`config.mk`:
```
export PLATFORM = sky130hd
export DESIGN_NAME = fetch_stage
export DESIGN_NICKNAME = d
export VERILOG_FILES = /design/src/rtl/riscv_pkg.sv /design/src/rtl/fetch_stage_if_id_reg.sv /design/src/rtl/fetch_stage.sv
export SDC_FILE = /design/constraint.sdc
export NUM_CORES = 1
export LEC_CHECK = 0
export ABC_AREA = 1
export BUFFER_PORTS_ARGS = -buffer_cell sky130_fd_sc_hd__buf_2
export CORE_MARGIN = 3
export CORE_UTILIZATION = 42
export DETAILED_ROUTE_END_ITERATION = 12
export GPL_TIMING_DRIVEN = 0
export PLACE_DENSITY = 0.68
export SETUP_SLACK_MARGIN = 0.3
export SLEW_MARGIN = 40
export SYNTH_ARGS = -nofsm -noshare
export SYNTH_HDL_FRONTEND = slang
export SYNTH_SLANG_ARGS = --single-unit
```
`constraint.sdc`:
```
create_clock -name clk -period 4.5 [get_ports clk]
set_input_delay 0.9 -clock clk [delete_from_list [all_inputs] [get_ports clk]]
set_output_delay 0.9 -clock clk [all_outputs]
set_load 0.1 [all_outputs]
```
`src/rtl/riscv_pkg.sv`:
```
// Shared RV32I pipeline definitions: bubble encoding, reset PC default,
// the IF/ID register payload type and the opcode constants used by decode.
package riscv_pkg;

    localparam logic [31:0] NOP_INSTR        = 32'h0000_0013;
    localparam logic [31:0] RESET_PC_DEFAULT = 32'h0000_0000;

    localparam logic [6:0] OP_LOAD   = 7'b000_0011;
    localparam logic [6:0] OP_STORE  = 7'b010_0011;
    localparam logic [6:0] OP_RTYPE  = 7'b011_0011;
    localparam logic [6:0] OP_BRANCH = 7'b110_0011;
    localparam logic [6:0] OP_ITYPE  = 7'b001_0011;
    localparam logic [6:0] OP_JAL    = 7'b110_1111;
    localparam logic [6:0] OP_JALR   = 7'b110_0111;
    localparam logic [6:0] OP_LUI    = 7'b011_0111;
    localparam logic [6:0] OP_AUIPC  = 7'b001_0111;

    typedef struct packed {
        logic [31:0] instr;
        logic [31:0] pc;
        logic [31:0] pc_plus4;
        logic        valid;
    } ifid_t;

    function automatic ifid_t ifid_bubble();
        ifid_t b;
        b.instr    = NOP_INSTR;
        b.pc       = 32'h0000_0000;
        b.pc_plus4 = 32'h0000_0000;
        b.valid    = 1'b0;
        return b;
    endfunction

endpackage

```
`src/rtl/fetch_stage_if_id_reg.sv`:
```
// IF/ID pipeline register: clear (load bubble) beats enable; synchronous
// active-high reset also loads the bubble.
module if_id_reg
    import riscv_pkg::*;
(
    input  logic  clk,
    input  logic  reset,
    input  logic  en_i,
    input  logic  clr_i,
    input  ifid_t d_i,
    output ifid_t q_o
);

    ifid_t stage_q;
    ifid_t stage_d;

    // Next-state selection: clear, load, or hold.
    always_comb begin
        stage_d = stage_q;
        if (clr_i) begin
            stage_d = ifid_bubble();
        end else if (en_i) begin
            stage_d = d_i;
        end else begin
            stage_d = stage_q;
        end
    end

    // Stage register with synchronous reset to bubble.
    always_ff @(posedge clk) begin
        if (reset) begin
            stage_q <= ifid_bubble();
        end else begin
            stage_q <= stage_d;
        end
    end

    assign q_o = stage_q;

endmodule

```
`src/rtl/fetch_stage.sv`:
```
// RV32I instruction-fetch stage: PC register with redirect/stall/wait-state
// handling, feeding the IF/ID register that presents the instruction to decode.
module fetch_stage
    import riscv_pkg::*;
#(
    parameter int              XLEN     = 32,
    parameter logic [XLEN-1:0] RESET_PC = RESET_PC_DEFAULT
) (
    input  logic            clk,
    input  logic            reset,
    input  logic            StallF,
    input  logic            StallD,
    input  logic            FlushD,
    input  logic            PCSrcE,
    input  logic [XLEN-1:0] PCTargetE,
    input  logic            ImemReady,
    input  logic [XLEN-1:0] ImemRdata,
    output logic [XLEN-1:0] PCF,
    output logic [XLEN-1:0] InstrD,
    output logic [XLEN-1:0] PCD,
    output logic [XLEN-1:0] PCPlus4D,
    output logic            ValidD
);

    logic [XLEN-1:0] pcf_q;
    logic [XLEN-1:0] pcf_d;
    logic [XLEN-1:0] pc_plus4_s;
    logic            ifid_en_s;
    logic            ifid_clr_s;
    ifid_t           ifid_d_s;
    ifid_t           ifid_q_s;

    assign pc_plus4_s = pcf_q + 32'd4;

    // PC next-state: a redirect abandons any stall or outstanding fetch.
    always_comb begin
        pcf_d = pcf_q;
        if (PCSrcE) begin
            pcf_d = {PCTargetE[XLEN-1:2], 2'b00};
        end else if (StallF || !ImemReady) begin
            pcf_d = pcf_q;
        end else begin
            pcf_d = pc_plus4_s;
        end
    end

    // PC register.
    always_ff @(posedge clk) begin
        if (reset) begin
            pcf_q <= RESET_PC;
        end else begin
            pcf_q <= pcf_d;
        end
    end

    // A fetch stalled in F while D advances must not be captured twice.
    assign ifid_en_s  = !StallD;
    assign ifid_clr_s = FlushD || (!StallD && (StallF || !ImemReady));

    assign ifid_d_s.instr    = ImemRdata;
    assign ifid_d_s.pc       = pcf_q;
    assign ifid_d_s.pc_plus4 = pc_plus4_s;
    assign ifid_d_s.valid    = 1'b1;

    if_id_reg u_if_id_reg (
        .clk   (clk),
        .reset (reset),
        .en_i  (ifid_en_s),
        .clr_i (ifid_clr_s),
        .d_i   (ifid_d_s),
        .q_o   (ifid_q_s)
    );

    assign PCF      = pcf_q;
    assign InstrD   = ifid_q_s.instr;
    assign PCD      = ifid_q_s.pc;
    assign PCPlus4D = ifid_q_s.pc_plus4;
    assign ValidD   = ifid_q_s.valid;

endmodule

```
==> qor.csv <==
stage,metric,value,unit
run_status,result of the run,completed,
sta,transition time at the pin with the least slew margin,0.713,ns
power,maximum resistive drop on vdd,0.000218,V
global_routing,initial antenna violation count,3,
sta,"Period Utilization, post-route",0.508,
critical_path,Register-to-Register Path Depth,8,
sta,Sum Neg Setup Slack,0,ns
cts,number of buffers inserted by hold repair at cts,0,
critical_path,endpoint of the most critical setup path,PCF[13],
sta,Final Hold Viols,0,
power,static leakage,3.58,nW
global_routing,global-route usage over all layers,0.238,
critical_path,worst r2r dst,PCF[18],
cts,Clock Pin Slew Worst Setup and Hold Paths,0.05,ns
sta,shortest clock period the worst path allows after layout,2.29,ns
place,half-perimeter wire length of the detailed placement result,13200,um
cts,worst-skew pair later-pin latency,0.43,ns
route,drt total wl,17300,um
sta,"Slew Viols, Final",0,
critical_path,critical register-to-register path startpoint,PCF[2],
cts,number of H-tree levels,4,
synth,cell type with the largest total area after synthesis,dfxtp_1,
cts,number of buffers added for setup after CTS,0,
sta,minimum hold slack,0.459,ns
layout,area of all sequential standard cells,2460,um2
critical_path,element type at the critical path start,flop,
route,per-cell via count in the routed design,4.75,
sta,achievable clock frequency,0.437,GHz
route,number of design-rule violations left by the first detailed-router iteration,379,
cts,Clock Root Buffer,clkbuf_16,
layout,utilization after layout,0.586,
sta,Clock Skew,0.0186,ns
critical_path,cell family contributing the most delay on the critical path,buffers and inverters,
cts,Clock Path Buffers,2,
layout,"leading cell type in the layout, fill and taps excluded",nand2_1,
route,routed len/inst,14.5,um
cts,clock tree from TritonCTS,yes,
synth,average size of a mapped cell,6.78,um2
route,iteration count of the initial detailed-routing pass,5,
critical_path,Critical Path RT,3.60,ns
power,final total power,0.00308,W
floorplan,width of the die,120,um
run,max_cap viols,0,
synth,Synth warnings,0,
floorplan,total core area,12300,um2
critical_path,endpoint type of the worst setup path,output port,
layout,"commonest cells after routing, fill and taps aside","nand2_1, buf_2, nor2_1",
worst_hold_path,class of the tightest hold or removal check,flop to flop,
cts,Num CTS Buffers,17,
synth,Mapped Cells,798,
place,gp weighted congestion,0.951,
layout,multi-input combinational cell area,2470,um2
layout,share of layout cells above drive strength 1,0.239,
floorplan,height of the chip,120,um
synth,area share of and/or/nand/nor cells after synthesis,0.290,
critical_path,Crit path buffers/inverters,1,
route,DRC violations left,0,
synth,main combinational cell family by area after synthesis,simple AND/OR/NAND/NOR gates,
place,post-place setup slack,2.04,ns
critical_path,critical path cell sequence,buf_2,
synth,portion of synthesized cell area occupied by the leading cell type,0.455,
sta,RSZ-0062 raised after global routing,no,
global_routing,maximum number of pins on one net before global-route repair,17,
synth,adder-cell share of the synthesized area,0.00231,
cts,Sinks on Clock Net,123,
synth,complex-gate fraction of the synthesized area,0.136,
critical_path,FF-to-FF setup slack,2.66,ns
place,number of buffer cells added on primary ports,191,
floorplan,I/O pin count,200,
critical_path,source of the critical timing path,PCF[13],
synth,Synth Cell Area,5410,um2
synth,post-synthesis register bit count,123,
synth,mux share of post-synthesis cell area,0,
sta,Final setup viols,0,
floorplan,overall die area,14300,um2
layout,fill cell count,1280,
global_routing,"Remaining Overflow, GRT",0,
critical_path,critical path data arrival time,1.39,ns
global_routing,global-route wire length before repair,26600,um
critical_path,worst-path cell with the longest stage delay,buf_2,
critical_path,Critical Path Fanout Max,6,
synth,"Seq/Total Area, Yosys",0.455,
synth,post-synthesis xor/xnor area fraction,0.0243,
critical_path,CP max stage delay,0.49,ns
route,total number of vias,5683,
route,number of antenna-violating nets in the routed design,0,
layout,number of nets at the end of the flow,1085,
floorplan,Core Rows,40,
cts,post-cts gate resize count,0,
sta,normalized max-slew margin,0.525,
power,Power Dens Cells,427,nW/um2
layout,Layout Area Growth over Synthesis,33.2,%
critical_path,category of the most critical setup path,flop to output port,
synth,most area-consuming cells after synthesis,"dfxtp_1, nand2_1, nor2_1",
floorplan,Starting Density,0.440,
synth,post-synthesis cell type count,24,
critical_path,Worst path depth,1,
global_routing,vias in the first global route,5170,
sta,Final Worst Setup Slack,2.21,ns
synthesized netlist by cell type:
library cell  instances
nand2_1             230
nor2_1              125
dfxtp_1             123
a21oi_1              84
inv_1                79
o21ai_0              41
clkbuf_1             25
nand3_1              18
xor2_1               10
buf_1                 9
a31oi_1               8
nor2_4                7
buf_2                 6
buf_4                 6
o21ai_1               5
xnor2_1               5
nor2_2                4
a22o_1                3
nand2_2               3
and2_1                2
nor3_1                2
conb_1                1
ha_1                  1
o211ai_1              1
registers in the layout, indices dropped and copies added (netlist names):
| register | cells |
|---|---|
| PCF | 30 |
| u_if_id_reg.q_o | 93 |
through the flow:
stage,cell area [um2],instances
finish,7210,1196
global route,7210,1196
CTS,7210,1194
detailed placement,6600,1162
global placement,6600,1162
floorplan,5430,803
area by class of cell:
type                       instances  share of cell area
timing repair buffer             191               0.133
clock buffer                      21              0.0611
tap                              168              0.0292
antenna                            2            0.000694
inverter                          79              0.0411
sequential                       123               0.341
buffer                            46              0.0281
clock inverter                    11              0.0234
multi-input combinational        555               0.342
worst min path at each step:
| stage | end | from | cells after the start |
|---|---|---|---|
| after global routing | u_if_id_reg.q_o[67] | u_if_id_reg.q_o[67] | 2 |
| after global placement | u_if_id_reg.q_o[87] | u_if_id_reg.q_o[87] | 2 |
| after floorplan | u_if_id_reg.q_o[95] | u_if_id_reg.q_o[95] | 2 |
| after CTS | u_if_id_reg.q_o[85] | u_if_id_reg.q_o[85] | 2 |
| after detailed placement | u_if_id_reg.q_o[67] | u_if_id_reg.q_o[67] | 2 |
| final | u_if_id_reg.q_o[90] | u_if_id_reg.q_o[90] | 2 |
cells by family after synthesis:
group / count (synthesis)
flip-flops: 123
adder cells (fa/ha/maj): 1
AND/OR/NAND/NOR: 391
other: 1
buffers and inverters: 125
XOR/XNOR: 15
AO/OA/AOI/OAI: 142
routing by layer:
| metal | share of wire | track usage | routed length, um |
|---|---|---|---|
| met2 | 0.46 | 0.375 | 7980 |
| met5 | 0.00040 | 0 | 7 |
| met4 | 0.017 | 0.0859 | 299 |
| met1 | 0.45 | 0.321 | 7870 |
| met3 | 0.069 | 0.0556 | 1190 |
report_power, final:
part           switching, W  total [W]  leakage (nW)  internal, W
Sequential        0.0000327    0.00116          1.00      0.00112
Clock              0.000488    0.00141         0.295     0.000926
Combinational      0.000414   0.000511          2.28    0.0000969
Total              0.000934    0.00308          3.58      0.00215
No activity file was read; power rests on OpenSTA's default activity.
